[config.mk]
export PLATFORM = sky130hd
export DESIGN_NAME = mem_req_scheduler
export DESIGN_NICKNAME = d
export VERILOG_FILES = /design/src/rtl/mem_req_scheduler_pkg.sv /design/src/rtl/mem_req_scheduler_wq_fifo.sv /design/src/rtl/mem_req_scheduler.sv
export SDC_FILE = /design/constraint.sdc
export NUM_CORES = 1
export LEC_CHECK = 0
export ABC_AREA = 1
export BUFFER_PORTS_ARGS = -buffer_cell sky130_fd_sc_hd__clkbuf_2
export CAP_MARGIN = 20
export CORE_ASPECT_RATIO = 1.75
export CORE_MARGIN = 10
export CORE_UTILIZATION = 50
export DETAILED_ROUTE_END_ITERATION = 8
export GPL_TIMING_DRIVEN = 0
export PLACE_DENSITY = 0.84
export SLEW_MARGIN = 20
export SYNTH_ARGS = -nofsm -noshare
export SYNTH_HDL_FRONTEND = slang
export SYNTH_SLANG_ARGS = --single-unit
[constraint.sdc]
create_clock -name clk -period 2.58 [get_ports clk]
set_input_delay 0 -clock clk [delete_from_list [all_inputs] [get_ports clk]]
set_output_delay 0 -clock clk [all_outputs]
set_load 0.005 [all_outputs]
[src/rtl/mem_req_scheduler_pkg.sv]
// Shared address-field layout and helpers for the scheduler and multi_bank_memory.
// Address = {bank[1:0], sub_bank[1:0], row[6:0]}.
package mem_req_scheduler_pkg;

   localparam int AW      = 11;
   localparam int DW      = 8;
   localparam int BANK_HI = 10;
   localparam int BANK_LO = 9;
   localparam int SUB_HI  = 8;
   localparam int SUB_LO  = 7;
   localparam int ROW_HI  = 6;
   localparam int SBID_W  = BANK_HI - SUB_LO + 1;
   localparam int ROW_W   = ROW_HI + 1;

   typedef logic [SBID_W-1:0] sbid_t;
   typedef logic [ROW_W-1:0]  row_t;

   typedef struct packed {
      logic rd;
      logic wr;
   } issue_t;

   // Global sub-bank id: two requests with equal ids contend for one array.
   function automatic sbid_t sbid_of(input logic [AW-1:0] a);
      return {a[BANK_HI:BANK_LO], a[SUB_HI:SUB_LO]};
   endfunction

   function automatic row_t row_of(input logic [AW-1:0] a);
      return a[ROW_HI:0];
   endfunction

endpackage

[src/rtl/mem_req_scheduler_wq_fifo.sv]
// Circular write queue; exposes every slot's address and valid bit so the
// read path can detect read-after-write hazards against all pending writes.
module wq_fifo #(
   parameter int DEPTH = 4,
   parameter int AW    = 11,
   parameter int DW    = 8
) (
   input  logic                          clk,
   input  logic                          rst_n,
   input  logic                          push_i,
   input  logic [AW-1:0]                 push_addr_i,
   input  logic [DW-1:0]                 push_data_i,
   input  logic                          pop_i,
   output logic [AW-1:0]                 head_addr_o,
   output logic [DW-1:0]                 head_data_o,
   output logic [$clog2(DEPTH):0]        count_o,
   output logic                          full_o,
   output logic                          empty_o,
   output logic [DEPTH-1:0][AW-1:0]      ent_addr_o,
   output logic [DEPTH-1:0]              ent_vld_o
);

   localparam int PW = $clog2(DEPTH);
   localparam int CW = PW + 1;

   logic [DEPTH-1:0][AW-1:0] addr_q;
   logic [DEPTH-1:0][DW-1:0] data_q;
   logic [DEPTH-1:0]         vld_q, vld_d;
   logic [PW-1:0]            head_q, head_d, tail_q, tail_d;
   logic [CW-1:0]            count_q, count_d;

   always_comb begin
      head_d  = head_q;
      tail_d  = tail_q;
      count_d = count_q;
      vld_d   = vld_q;
      if (push_i) begin
         tail_d        = tail_q + PW'(1);
         vld_d[tail_q] = 1'b1;
      end
      if (pop_i) begin
         head_d        = head_q + PW'(1);
         vld_d[head_q] = 1'b0;
      end
      case ({push_i, pop_i})
         2'b10:   count_d = count_q + CW'(1);
         2'b01:   count_d = count_q - CW'(1);
         default: count_d = count_q;
      endcase
   end

   always_ff @(posedge clk or negedge rst_n) begin
      if (!rst_n) begin
         head_q  <= '0;
         tail_q  <= '0;
         count_q <= '0;
         vld_q   <= '0;
      end else begin
         head_q  <= head_d;
         tail_q  <= tail_d;
         count_q <= count_d;
         vld_q   <= vld_d;
      end
   end

   // Payload storage needs no reset; the valid bits gate every use.
   always_ff @(posedge clk) begin
      if (push_i) begin
         addr_q[tail_q] <= push_addr_i;
         data_q[tail_q] <= push_data_i;
      end
   end

   assign head_addr_o = addr_q[head_q];
   assign head_data_o = data_q[head_q];
   assign count_o     = count_q;
   assign full_o      = (count_q == CW'(DEPTH));
   assign empty_o     = (count_q == '0);
   assign ent_addr_o  = addr_q;
   assign ent_vld_o   = vld_q;

endmodule

[src/rtl/mem_req_scheduler.sv]
// Read/write request front-end for multi_bank_memory: queues writes, arbitrates
// same-sub-bank conflicts with a starvation bound, and returns read responses.
module mem_req_scheduler
   import mem_req_scheduler_pkg::*;
#(
   parameter int WQ_DEPTH   = 4,
   parameter int STARVE_MAX = 3
) (
   input  logic                        clk,
   input  logic                        rst_n,
   input  logic                        wr_valid,
   output logic                        wr_ready,
   input  logic [AW-1:0]               wr_addr,
   input  logic [DW-1:0]               wr_data,
   input  logic                        rd_valid,
   output logic                        rd_ready,
   input  logic [AW-1:0]               rd_addr,
   output logic                        rsp_valid,
   output logic [DW-1:0]               rsp_data,
   output logic                        mem_ren,
   output logic                        mem_wen,
   output logic [AW-1:0]               mem_raddr,
   output logic [AW-1:0]               mem_waddr,
   output logic [DW-1:0]               mem_din,
   input  logic [DW-1:0]               mem_dout,
   output logic [$clog2(WQ_DEPTH):0]   wq_count
);

   localparam int SW = $clog2(STARVE_MAX + 1);

   logic [AW-1:0]                 head_addr;
   logic [DW-1:0]                 head_data;
   logic                          wq_full, wq_empty;
   logic [WQ_DEPTH-1:0][AW-1:0]   ent_addr;
   logic [WQ_DEPTH-1:0]           ent_vld;
   logic                          raw_hit, rd_cand, wr_cand, conflict, defer;
   issue_t                        iss;
   logic [SW-1:0]                 starve_q, starve_d;
   logic                          rsp_valid_q;

   wq_fifo #(.DEPTH(WQ_DEPTH), .AW(AW), .DW(DW)) u_wq (
      .clk         (clk),
      .rst_n       (rst_n),
      .push_i      (wr_valid & wr_ready),
      .push_addr_i (wr_addr),
      .push_data_i (wr_data),
      .pop_i       (iss.wr),
      .head_addr_o (head_addr),
      .head_data_o (head_data),
      .count_o     (wq_count),
      .full_o      (wq_full),
      .empty_o     (wq_empty),
      .ent_addr_o  (ent_addr),
      .ent_vld_o   (ent_vld)
   );

   always_comb begin
      raw_hit = 1'b0;
      for (int i = 0; i < WQ_DEPTH; i++)
         if (ent_vld[i] && ent_addr[i] == rd_addr) raw_hit = 1'b1;
   end

   assign rd_cand  = rd_valid & ~raw_hit;
   assign wr_cand  = ~wq_empty;
   assign conflict = sbid_of(rd_addr) == sbid_of(head_addr);

   // A full queue overrides the starvation budget so writers can always progress.
   always_comb begin
      iss   = '{rd: rd_cand, wr: wr_cand};
      defer = 1'b0;
      if (rd_cand && wr_cand && conflict) begin
         if (starve_q < SW'(STARVE_MAX) && !wq_full) begin
            iss   = '{rd: 1'b1, wr: 1'b0};
            defer = 1'b1;
         end else begin
            iss   = '{rd: 1'b0, wr: 1'b1};
         end
      end
   end

   always_comb begin
      starve_d = starve_q;
      if (iss.wr || wq_empty) starve_d = '0;
      else if (defer)         starve_d = starve_q + SW'(1);
   end

   always_ff @(posedge clk or negedge rst_n) begin
      if (!rst_n) begin
         starve_q    <= '0;
         rsp_valid_q <= 1'b0;
      end else begin
         starve_q    <= starve_d;
         rsp_valid_q <= iss.rd;
      end
   end

   assign wr_ready  = ~wq_full;
   assign rd_ready  = iss.rd;
   assign mem_ren   = iss.rd;
   assign mem_wen   = iss.wr;
   assign mem_raddr = iss.rd ? rd_addr   : '0;
   assign mem_waddr = iss.wr ? head_addr : '0;
   assign mem_din   = iss.wr ? head_data : '0;
   assign rsp_valid = rsp_valid_q;
   assign rsp_data  = rsp_valid_q ? mem_dout : '0;

endmodule

# After elaboration in Yosys (flattened, before gate mapping)

Index checks and enable logic that the tools add are counted.

Register bits: 90
Input port bits: 42
Output and inout bits: 46
Logic and storage cells: 85

$add $sub $neg: 5
$lt $le $gt $ge: 5
Eq/ne operators: 8
Mux-type cells: 31
Bitwise operators: 8
Reduce and logical (&&, ||, !) cells: 14

Operators with widths:

| cell                  | count |
|---|---|
| $bwmux W44            | 1 |
| $eq A11 B11 Y1        | 4 |
| $mux W11              | 4 |
| $bwmux W32            | 1 |
| $mux W8               | 4 |
| $bmux W11 S2          | 1 |
| $demux W11 S2         | 1 |
| $bmux W8 S2           | 1 |
| $demux W8 S2          | 1 |
| $logic_and A1 B1 Y1   | 9 |
| $mux W1               | 8 |
| $mux W2               | 4 |
| $mux W4               | 2 |
| $add A2 B1 Y2 const B | 3 |
| $lt A2 B3 Y1 const B  | 2 |
| $pmux W3 S2           | 1 |
| $and A4 B4 Y4         | 1 |
| $demux W1 S2          | 2 |
| $eq A4 B4 Y1          | 1 |
| $ge A2 B1 Y1 const B  | 2 |
| $not A4 Y4            | 1 |
| $or A4 B4 Y4          | 1 |
| $reduce_bool A2 Y1    | 2 |
| $add A3 B1 Y3 const B | 1 |
| 10 further kinds      | 13 |

# Longest topological paths before layout

Gate-level depths: netlist of the first run.

Depth in word-level cells: 13
Depth in mapped cells: 19

# Cells and area by module

From an unflattened synthesis of the first run, not the netlist that was laid out.

Cells, all modules: 577
Area total of the unflattened synthesis: 5021.1 um2

Modules (own cells, without submodules):

| module            | times used | cells each | area an instance (um2) | seq. area each (um2) |
|---|---|---|---|---|
| wq_fifo           | 1          | 292        | 3693.5                 | 2557.5 |
| mem_req_scheduler | 1          | 285        | 1327.5                 | 75.1 |

# Worst setup path after synthesis of the first run

No wires, ideal clock.

Path kind: flip-flop to flip-flop
From: register u_wq.head_q[0]
To: register u_wq.count_q[2] (netlist: u_wq.count_o[2])
Arrival time: 2.380 ns
Path slack: 0.075 ns
Cell stages (with the launch flop): 17
Buffers on the path: 2
Clock period less this slack: 2.505 ns
Cell sequence: dfrtp_1 > buf_6 > buf_6 > nand2_1 > nand3_1 > nand2_1 > nand2_1 > o211ai_1 > nor2_4 > nand3_4 > nand2_4 > ha_1 > inv_1 > fa_1 > a21oi_1 > o21ai_0 > xnor2_1

Word-level cells in the longest chain between the ends: 7
Elaborated cells between the ends (all ways): 9

Ends and longest elaborated chain:

| element                                                  | line                            | text |
|---|---|---|
| start: declaration                                       | mem_req_scheduler_wq_fifo.sv:29 | `logic [PW-1:0] head_q, head_d, tail_q, tail_d;` |
| start signal: assignment                                 | mem_req_scheduler_wq_fifo.sv:54 | `head_q <= '0;` |
| start signal: assignment                                 | mem_req_scheduler_wq_fifo.sv:59 | `head_q <= head_d;` |
| $bmux W11 S2 *                                           | mem_req_scheduler_wq_fifo.sv:74 | `assign head_addr_o = addr_q[head_q];` |
| $mux W11 (implied by the code) *                         | mem_req_scheduler_wq_fifo.sv:74 |  |
| $eq A4 B4 Y1 *                                           | mem_req_scheduler.sv:65         | `assign conflict = sbid_of(rd_addr) == sbid_of(head_addr);` |
| $logic_and A1 B1 Y1 *                                    | mem_req_scheduler.sv:71         | `if (rd_cand && wr_cand && conflict) begin` |
| $mux W2 *                                                | mem_req_scheduler.sv:71         |  |
| net mem_wen                                              | mem_req_scheduler.sv:21         | `output logic mem_wen,` |
| $eq A2 B1 Y1 / $eq A2 B2 Y1 (equally long branches)      | mem_req_scheduler_wq_fifo.sv:45 | `case ({push_i, pop_i})` |
| $pmux W3 S2 / $reduce_bool A2 Y1 (equally long branches) | n/a                             |  |
| end signal: assignment                                   | mem_req_scheduler_wq_fifo.sv:61 | `count_q <= count_d;` |
| end: declaration                                         | mem_req_scheduler_wq_fifo.sv:30 | `logic [CW-1:0] count_q, count_d;` |

The timed path passes the listed nets; every way through them passes the cells marked *. The select of a mux whose other input is x is not followed.
A chain may end at the register's enable or synchronous reset.

# Final worst setup path of the first run

From: register u_wq.head_q[0]
To: output mem_din[1]

Word-level cells in the longest chain between the ends: 6
Elaborated cells between the ends (all ways): 8

Ends and longest elaborated chain:

| element                        | line                            | text |
|---|---|---|
| $bmux W11 S2                   | mem_req_scheduler_wq_fifo.sv:74 |  |
| $mux W11 (implied by the code) | mem_req_scheduler_wq_fifo.sv:74 |  |
| $eq A4 B4 Y1                   | mem_req_scheduler.sv:65         |  |
| $logic_and A1 B1 Y1            | mem_req_scheduler.sv:71         |  |
| $mux W2                        | mem_req_scheduler.sv:71         |  |
| $mux W8 *                      | mem_req_scheduler.sv:103        | `assign mem_din = iss.wr ? head_data : '0;` |
| end: declaration               | mem_req_scheduler.sv:24         | `output logic [DW-1:0] mem_din,` |

Every way passes the cells marked *; elsewhere a longest branch is shown, timed or not. The select of a mux whose other input is x is not followed.

==> reports/qor.yml, run 1 <==
status: "complete, no violations"
cts_sinks: 90
clock-skew-final_ps: 7.02
route.detailed.drc: 0
drv_cap: 0
slew_headroom: 0.488
register_area_sq_um: 2630
diodes: 0
cts_buffers: 9
pin_count: 88
nFillCells: 767
setup_viol: 0
clkTransAtPathRegs_ps: 70
grt_overflow_total: 0
min_path_type: "primary input to asynchronous set/reset pin"
worst-path-buf-inv: 6
ant_nets: 0
die_h_um: 150
synthCells: 550
crit_start: "u_wq.head_q[0]"
pre_cts_slack_ps: -255
drt-wirelength-per-cell_um: 17.2
whs_ps: 82.3
cts_buffer_depth: 2
antenna_found_initial: 0
setup_slack_ps: 20.0
synth_top_area_cell: "edfxtp_1"
die_x_um: 94.1
crit_fanout: 10
avgSynthCellArea_sq_um: 8.73
areaGrowthSynthToFinish_pct: 27.4
crit_arrival_ps: 2560
post-dp-hpwl_um: 9780
cts_tree: "yes"
start_util: 0.511
ys.flop_type: "edfxtp_1"
ys_ff_latch: 90
synthDistinctLibCells: 36
critical_path_class: "flip-flop to output port"
coreArea_sq_um: 9410
ir_worst_vdd_v: 0.000607
fin_cells: 804
final_net_count: 730
gp_congestion: 0.922
root_buffer: "clkbuf_16"
max_freq_mhz: 391
crit_top_cell: "nand2_1"
multi_input_area_sq_um: 1920
port_buffers: 86
setup-tns-final_ps: 0
synth_area_sq_um: 4800
cp_cell_sequence: "buf_6 > buf_8 > nand2_1 > nand3_2 > nand2_2 > nand2_1 > o211ai_1 > nor2_4 > nand3_4 > nand2_8 > buf_4 > inv_8 > buf_12 > nor2_2 > clkbuf_2"
grt_max_degree: 21
grt_pass1_vias: 4466
rsz0062_at_grt: "yes"
critPathRequiredTime_ps: 2580
crit_path_start_kind: "flip-flop"
layout-drive-gt1-share: 0.245
end_kind: "output port"
critical-path-slowest-cell: "dfrtp_1"
htreeDepth: 3
grt_usage: 0.196
leakage_nw: 2.87
power.density_nw_per_um2: 1070
ys_seq_area_frac: 0.548
synth_top_cell_area_share: 0.475
async_reset_ff_frac: 0.156
grt_pass1_wl_um: 21400
period_needed_ps: 2560
worst_slew_pin_slew_ps: 766
synth_nets: 603
drv_slew: 0
r2r_start: "u_wq.head_q[0]"
max_stage_delay_ps: 400
final_hold_viol_count: 0
final.period_utilization: 0.992
first_pass_iters: 5
synth_common_cells: "nand2_1, edfxtp_1, inv_1, nor2_1"
routed_via_density: 5.33
synth_edf_count: 76
dp.cells: 759
dieArea_sq_um: 14100
vias: 4283
drtIter0Drc: 305
clk_latency_ps: 350
path_delay_family: "buffers and inverters"
synthTopCellsByArea: "edfxtp_1, nand2_1, dfrtp_1, inv_1, nor2_1"
finalWirelength_um: 13800
ys_warn_count: 0
yosysMostFrequentCell: "nand2_1"
num_rows: 47
-- area by class of cell --
type | instances | share of cell area
inverter | 71 | 0.0468
buffer | 16 | 0.0194
timing repair buffer | 116 | 0.116
clock buffer | 9 | 0.0368
sequential | 90 | 0.430
tap | 122 | 0.0249
multi-input combinational | 373 | 0.313
clock inverter | 7 | 0.0129
-- worst reg2reg max path: stages (launching register included) --
cell and delay (ps):
dfrtp_1 400, buf_6 170, buf_8 130, nand2_1 70
nand3_2 80, nand2_2 80, nand2_1 60, o211ai_1 120
nor2_4 200, nand3_4 140, nand2_8 110, ha_4 140
inv_4 50, fa_2 360, a21oi_2 120, o21ai_1 80
xnor2_1 120
-- report_power, final --
part	leakage, nW	total (mW)	internal (mW)	switching (mW)
Combinational	1.86	3.08	1.19	1.89
Sequential	0.868	2.13	1.94	0.188
Clock	0.150	1.31	0.692	0.623
Total	2.87	6.52	3.82	2.70
-- registers in the layout (all words and copies together) (netlist names) --
register / cells
rsp_valid: 1
starve_q: 2
u_wq.count_o: 3
u_wq.data_q: 32
u_wq.ent_addr_o: 44
u_wq.ent_vld_o: 4
u_wq.head_q: 2
u_wq.tail_q: 2
-- routing by layer --
metal | wire, um | part of all wire | track usage
met1 | 4860 | 0.35 | 0.187
met2 | 7430 | 0.54 | 0.354
met3 | 899 | 0.065 | 0.0436
met4 | 642 | 0.046 | 0.144
met5 | 0 | 0 | 0
-- cell families (layout without fill, tap and decap cells) --
kind of cell,after synthesis,after routing,synth area share
fa+ha+maj,11,11,0.0302
simple gates,294,294,0.255
xor+xnor,9,9,0.0164
flops,90,90,0.548
buf+inv,87,219,0.0789
compound gates,59,59,0.0716
-- stage by stage --
stage	utilization	instance area (sq um)	total power, mW
final	0.651	6120	6.52
after global routing	0.651	6120	6.95
after CTS	0.638	6000	6.36
after detailed placement	0.576	5420	4.89
after global placement	0.572	5390	4.76
after floorplan	-	4800	3.84
-- cell usage in the layout, fill, tap and decap left out, types with 2 or more instances in the layout --
cell type      synthesis  routed
nand2_1              180     176
clkbuf_2               1      88
edfxtp_1              76      76
inv_1                 67      66
nor2_1                67      63
a21oi_1               24      22
o21ai_0               22      20
dlygate4sd3_1          0      20
nand3_1               24      17
dfrtp_1               14      13
buf_4                  2      12
nor2_2                11      11
ha_1                  10       9
clkbuf_16              0       9
nand3_2                2       8
a32o_1                 8       8
xnor2_1                6       6
inv_8                  0       6
nor2_4                 1       5
clkbuf_1               6       5
nand2_2                2       4
buf_6                  2       3
nand2_4                2       3
o21ai_1                1       3
xor2_1                 3       3
nand3_4                1       2
inv_4                  1       2
a21oi_2                0       2
or2_1                  2       2
buf_2                  4       2
clkinv_4               0       2
-- repair_timing --
| action | in CTS | in global routing |
|---|---|---|
| pin swaps | 4 | 15 |
| hold buffers | 20 | 0 |
| resized for setup | 12 | 23 |
| buffers inserted | 6 | 3 |
| endpoints found under the setup margin | 20 | 22 |
| gates cloned | 0 | 0 |
| hold endpoints to repair | 90 | 0 |
-- path summary, 6_finish.rpt --
path / endpoint / slack (ps) / cells after the start
hold / removal: u_wq.tail_q[1] / 80 / 2
setup reg to reg: u_wq.count_o[2] / 40 / 16
max in group asynchronous: u_wq.head_q[1] / 2210 / 2
min in group clk: starve_q[0] / 80 / 5
setup / recovery: mem_din[1] / 20 / 15
hold reg to reg: starve_q[0] / 430 / 1
No activity file was read; power rests on OpenSTA's default activity.
==> run 2: changes to the inputs <==
Settings changed: BUFFER_PORTS_ARGS -buffer_cell sky130_fd_sc_hd__clkbuf_2 to unset, DONT_BUFFER_PORTS set to 1, PLACE_DENSITY 0.84 to 0.76.
==> run 2 against run 1 <==
  * Power is 4.7% lower
  * Cell count is 10% lower
  * Clock power hardly changed
  * Non-clock buffer count is 82 lower
  * Sequential share of layout area is 3.0 points higher
  * Sequential cell count stayed put
  * Register-to-register slack worse by 30 ps
  * Setup slack worse by 5.5 ps
  * Via count is 9.4% lower
==> reports/qor.yml, run 2 (synthesis gave the netlist of run 1 again) <==
status: "complete, no violations"
rsz0062_at_grt: "yes"
min_path_type: "primary input to output port"
final_hold_viol_count: 0  # unchanged
holdPathStages: 2
largest_register_ffs: 44  # unchanged
hp-start: "mem_dout[6]"
setup_viol: 0  # unchanged
cts_buffers: 9  # unchanged
clock-skew-final_ps: 8.59  # +1.57 ps
clk_latency_ps: 350  # about the same
gp_congestion: 0.935  # +1.5%
layout-drive-gt1-share: 0.136  # -0.108
coreArea_sq_um: 9410  # unchanged
mostFrequentLayoutCell: "nand2_1"
drv_cap: 0  # unchanged
min_to: "rsp_data[6]"
worst_r2r_path_depth: 15  # -1
fin_cells: 723  # -10%
grt_overflow_total: 0  # unchanged
drtIter0Drc: 207  # -32%
multi_input_area_sq_um: 1910  # -0.26%
crit_arrival_ps: 2790  # +230 ps
clkTransAtPathRegs_ps: 70  # about the same
r2r-end: "u_wq.count_o[2]"
slew_headroom: 0.475  # -0.0129
dpl-instance-area_sq_um: 4990  # -8.1%
end_kind: "flip-flop"
drv_slew: 0  # unchanged
register_area_sq_um: 2630  # unchanged
htreeDepth: 3  # unchanged
root_buffer: "clkbuf_16"
rrSetupSlack_ps: 10  # -30 ps
crit_path_start_kind: "flip-flop"
areaGrowthSynthToFinish_pct: 19.1
cts_buffer_depth: 2  # unchanged
pin_count: 88  # unchanged
max_freq_mhz: 390  # -0.21%
port_buffers: 0  # -100%
dieArea_sq_um: 14100  # unchanged
most-common-layout-cells: "nand2_1, edfxtp_1, inv_1"
cts_tree: "yes"
p_total_mw: 6.21  # -4.7%
post-dp-hpwl_um: 9400  # -3.9%
nFillCells: 810  # +5.6%
route.detailed.drc: 0  # unchanged
die_x_um: 94.1  # unchanged
leakage_nw: 2.52  # -12%
final_cell_area_sq_um: 5720  # -6.5%
crit_fanout: 7  # -3
power.density_nw_per_um2: 1090  # +1.9%
final_util: 0.608  # -0.0424
grt_usage: 0.191  # -0.00529
worst_slew_pin_slew_ps: 785  # +19.3 ps
cts_sinks: 90  # unchanged
drt-wirelength-per-cell_um: 18.5  # +7.8%
critical_path_class: "flip-flop to flip-flop"
grt_pass1_vias: 3896  # -13%
ir_worst_vdd_v: 0.000807  # +33%
final_net_count: 649  # -11%
finalWirelength_um: 13400  # -3.0%
die_h_um: 150  # unchanged
vias: 3882  # -9.4%
grt_max_degree: 21  # unchanged
antenna_found_initial: 0  # unchanged
first_pass_iters: 4  # -1
period_needed_ps: 2570  # +5.50 ps
ant_nets: 0  # unchanged
r2r_start: "u_wq.head_q[0]"
routed_via_density: 5.37  # +0.79%
num_rows: 47  # unchanged
diodes: 0  # unchanged
final.period_utilization: 0.994  # +0.00213
critPathRequiredTime_ps: 2810  # +230 ps
grt_pass1_wl_um: 20400  # -4.5%
dp.cells: 672  # -11%
start_util: 0.511  # unchanged
run 2: changes by cell type in the layout (fill, tap and decap cells not counted), moves of 2 or more:
cell,before,now
clkbuf_2,88,1
inv_8,6,1
buf_4,12,15
inv_6,0,3
inv_4,2,0
nand3_1,17,19
run 2: report_power, final:
group | switching (mW) | internal [mW] | leakage (nW)
combinational | 1.77 | 0.978 | 1.50
clock | 0.571 | 0.757 | 0.146
sequential | 0.196 | 1.94 | 0.868
run 2: what timing repair did:
| action | in CTS | in global routing |
|---|---|---|
| setup endpoints to repair | 3 | 3 |
| hold endpoints to repair | 92 | 0 |
| gates resized for setup | 17 | 13 |
| hold buffers | 21 | 0 |
| gates cloned | 1 | 0 |
| buffers inserted | 7 | 6 |
| pin swaps | 8 | 7 |
run 2: worst max-delay path, stage by stage, from the launching register on:
cell,delay [ps]
dfrtp_1,410
buf_6,160
buf_8,130
nand2_1,80
nand3_2,90
nand3_2,90
o211ai_1,130
nor2_4,210
nand3_4,130
nand2_8,130
ha_4,140
inv_2,50
fa_2,340
a21oi_2,110
o21ai_1,80
xnor2_1,130
run 2: worst max path at each step:
stage | startpoint | slack, ps | end | cells past startpoint
global route | u_wq.head_q[0] | -80 | u_wq.count_o[1] | 14
floorplan | u_wq.head_q[0] | 80 | u_wq.count_o[2] | 16
global placement | u_wq.count_o[0] | -490 | u_wq.ent_vld_o[2] | 8
finish | u_wq.head_q[0] | 10 | u_wq.count_o[2] | 15
CTS | u_wq.head_q[0] | 6 | u_wq.count_o[2] | 16
detailed placement | u_wq.head_q[1] | -350 | u_wq.count_o[2] | 15
run 2: metrics by stage:
| stage | setup TNS (ps) | hold slack [ps] | worst slack (ps) |
|---|---|---|---|
| global placement | -30020 | -295 | -487 |
| CTS | 0 | 12.9 | 6.40 |
| global route | -139 | 111 | -77.9 |
| floorplan | 0 | -296 | 75.1 |
| finish | 0 | 89.5 | 14.5 |
| detailed placement | -554 | -295 | -348 |
run 2: final cells by class:
class / count / share of cell area
sequential: 90 / 0.460
multi-input combinational: 374 / 0.334
timing repair buffer: 34 / 0.0560
inverter: 71 / 0.0496
clock buffer: 9 / 0.0394
tap: 122 / 0.0267
buffer: 16 / 0.0206
clock inverter: 7 / 0.0136
run 2: routing by layer:
metal / share of wire / track usage / vias to the layer above / routed length (um)
met4: 0.036 / 0.105 / 0 / 482
met1: 0.34 / 0.185 / 1844 / 4600
met3: 0.081 / 0.0672 / 33 / 1090
met2: 0.54 / 0.340 / 149 / 7230
met5: 0 / 0 / - / 0
li1: - / - / 1856 / -
==> run 3: changes to the inputs <==
Settings changed: SYNTH_HIERARCHICAL set to 1.
==> run 3 against run 2 <==
  * The run now ends with negative setup slack left
  * Sequential share of layout area down 2.1 points
  * Power up 10%
  * Clock skew down 0.88 ps
  * Area after synthesis up 4.5%
  * Routed wire length up 1.6%
  * Worst hold slack worse by 54 ps
  * First-iteration DRC count up 81%
  * Combinational power up 17%
  * Critical endpoint is now u_wq/count_o[2]
  * Largest cell class unchanged
  * Largest power group unchanged
  * Highest routed layer unchanged
==> reports/qor.yml, run 3 <==
setup-tns-final_ps: -331  # -331 ps
worst_r2r_path_depth: 21  # +6
synthCells: 577  # +4.9%
dieArea_sq_um: 14600  # +3.7%
routed_via_density: 5.25  # -2.2%
min_path_type: "primary input to flip-flop"
final_util: 0.608  # about the same
path_delay_family: "simple AND/OR/NAND/NOR gates"
critPathRequiredTime_ps: 2810  # about the same
mostFrequentLayoutCell: "nand2_1"
cts_buffers: 9  # unchanged
drv_cap: 0  # unchanged
synthDistinctLibCells: 30  # -17%
most-common-layout-cells: "nand2_1, inv_1, edfxtp_1"
root_buffer: "clkbuf_16"
clock-skew-final_ps: 7.71  # -0.883 ps
final.period_utilization: 1.07  # +0.0722
critical-path-slowest-cell: "fa_2"
rsz0062_at_grt: "yes"
pin_count: 88  # unchanged
cp_cell_sequence: "inv_2 > buf_8 > buf_12 > o211ai_1 > nand2_1 > inv_2 > o21ai_2 > nor3_2 > nand4_1 > nor2_1 > nand3_2 > nand2_2 > buf_12 > inv_6 > ha_4 > inv_4 > fa_2 > nand2_2 > nand3_2 > nand2_1 > nand2_1"
die_x_um: 95.8  # +1.8%
violations: "negative setup slack"
grt_overflow_total: 0  # unchanged
final_hold_viol_count: 0  # unchanged
worst-path-buf-inv: 7  # +4
gp_congestion: 0.942  # +0.75%
crit_fanout: 8  # +1
crit_top_cell: "nand2_1"
final_net_count: 679  # +4.6%
max_freq_mhz: 363  # -6.8%
clkTransAtPathRegs_ps: 60  # about the same
crit_path_start_kind: "flip-flop"
drt-wirelength-per-cell_um: 18.1  # -2.6%
route.detailed.drc: 0  # unchanged
synth_common_cells: "nand2_1, inv_1, edfxtp_1"
die_h_um: 153  # +1.9%
yosysMostFrequentCell: "nand2_1"
cts_tree: "yes"
drv_slew: 0  # unchanged
synth_edf_count: 76  # unchanged
ys.flop_type: "edfxtp_1"
antenna_found_initial: 0  # unchanged
post-dp-hpwl_um: 9710  # +3.3%
ys_ff_latch: 90  # unchanged
num_rows: 48  # +2.1%
areaGrowthSynthToFinish_pct: 19.3
port_buffers: 0  # unchanged
status: "complete, but fails checks"
synth_top_cell_area_share: 0.455  # -0.0206
ys_warn_count: 6  # +6
grt_max_degree: 21  # unchanged
cts_sinks: 90  # unchanged
period_needed_ps: 2750  # +186 ps
vias: 3961  # +2.0%
nFillCells: 777  # -4.1%
critical_path_class: "flip-flop to flip-flop"
worst_slew_pin_slew_ps: 1040  # +257 ps
synthTopCellsByArea: "edfxtp_1, nand2_1, inv_1, dfrtp_1, o211ai_1"
slew_headroom: 0.304  # -0.171
cts_buffer_depth: 2  # unchanged
end_kind: "flip-flop"
largest_register_ffs: 44  # unchanged
async_reset_ff_frac: 0.156  # unchanged
layout-drive-gt1-share: 0.178  # +0.0416
avgSynthCellArea_sq_um: 8.70  # -0.36%
ant_nets: 0  # unchanged
ys_seq_area_frac: 0.524  # -0.0238
leakage_nw: 2.86  # +13%
crit_arrival_ps: 2980  # +190 ps
finalWirelength_um: 13600  # +1.6%
grt_usage: 0.190  # -0.00106
htreeDepth: 3  # unchanged
drtIter0Drc: 375  # +81%
max_stage_delay_ps: 400  # about the same
grt_pass1_vias: 4094  # +5.1%
synth_top_area_cell: "edfxtp_1"
synth_nets: 630  # +4.5%
holdPathStages: 5  # +3
ir_worst_vdd_v: 0.000746  # -7.5%
synth_area_sq_um: 5020  # +4.5%
clk_latency_ps: 340  # about the same
first_pass_iters: 5  # +1
start_util: 0.510  # -0.000724
setup_slack_ps: -172  # -186 ps
diodes: 0  # unchanged
coreArea_sq_um: 9850  # +4.7%
setup_viol: 2  # +2
power.density_nw_per_um2: 1140  # +5.0%
grt_pass1_wl_um: 21100  # +3.2%
critical_path_depth: 21  # +6
run 3: cell count changes after synthesis, sizes merged, moves of 9 or more:
cell | previous run | this run
inv | 71 | 137
o211ai | 1 | 38
a21oi | 24 | 1
nand3 | 27 | 7
nor2 | 79 | 59
o21ai | 23 | 11
buf | 9 | 18
nand2 | 184 | 175
run 3: cells by family after synthesis:
kind of cell               share of synthesized area
AOI/OAI and AO/OA                             0.0822
adders and majority gates                     0.0289
xor gates and xnor gates                      0.0227
and+or+nand+nor                                0.211
buffers and inverters                          0.131
DFF                                            0.524
run 3: cell type report:
type | count | area [sq um] | area share
Timing Repair Buffer | 38 | 335 | 0.0560
Buffer | 20 | 238 | 0.0397
Multi-Input combinational cell | 330 | 1780 | 0.297
Sequential cell | 90 | 2630 | 0.439
Clock inverter | 5 | 105 | 0.0175
Tap cell | 125 | 156 | 0.0261
Inverter | 137 | 522 | 0.0871
Clock buffer | 9 | 225 | 0.0376
run 3: layer usage:
| metal | wire, um | global-route usage |
|---|---|---|
| met3 | 1140 | 0.0572 |
| met5 | 0 | 0 |
| met1 | 4460 | 0.185 |
| met4 | 555 | 0.112 |
| met2 | 7470 | 0.335 |
run 3: worst paths after layout:
kind,end,start,slack (ps)
worst max register to register,u_wq/count_o[2],u_wq/head_q[0],-170
max in group asynchronous,u_wq/ent_vld_o[1],rst_n,2040
worst min register to register,starve_q[0],starve_q[0],430
worst max-delay path,u_wq/count_o[2],u_wq/head_q[0],-170
min in group asynchronous,u_wq/count_o[0],rst_n,130
worst min-delay path,starve_q[1],rd_valid,40
run 3: power breakdown:
part | internal [mW] | switching, mW | total, mW | leakage, nW
sequential | 1.95 | 0.202 | 2.15 | 0.870
clock | 0.934 | 0.513 | 1.45 | 0.154
combinational | 1.28 | 1.95 | 3.23 | 1.83
total | 4.17 | 2.66 | 6.83 | 2.86
run 3: per-stage QoR:
stage	total power [mW]	hold WS [ps]	setup slack, ps	cells	cell area (sq um)
after floorplan	4.07	-296	-34.3	577	5030
after global placement	4.72	-295	-434	702	5190
after detailed placement	4.83	-295	-535	702	5190
after CTS	6.71	23.2	-132	751	5930
after global routing	7.24	57.5	-291	754	5990
final	6.83	35.1	-172	754	5990
run 3: worst min-delay path: stages:
cell and delay (ps):
nand2_1 60, nor2_2 40, nand3_2 80, buf_4 120
nor2_1 30
run 3: timing repair:
item / 4_1_cts / 5_1_grt
setup endpoints to repair: 19 / 15
hold buffers: 20 / 0
hold endpoints to repair: 90 / 0
gates resized for setup: 28 / 14
setup buffers: 15 / 3
pin swaps: 7 / 10
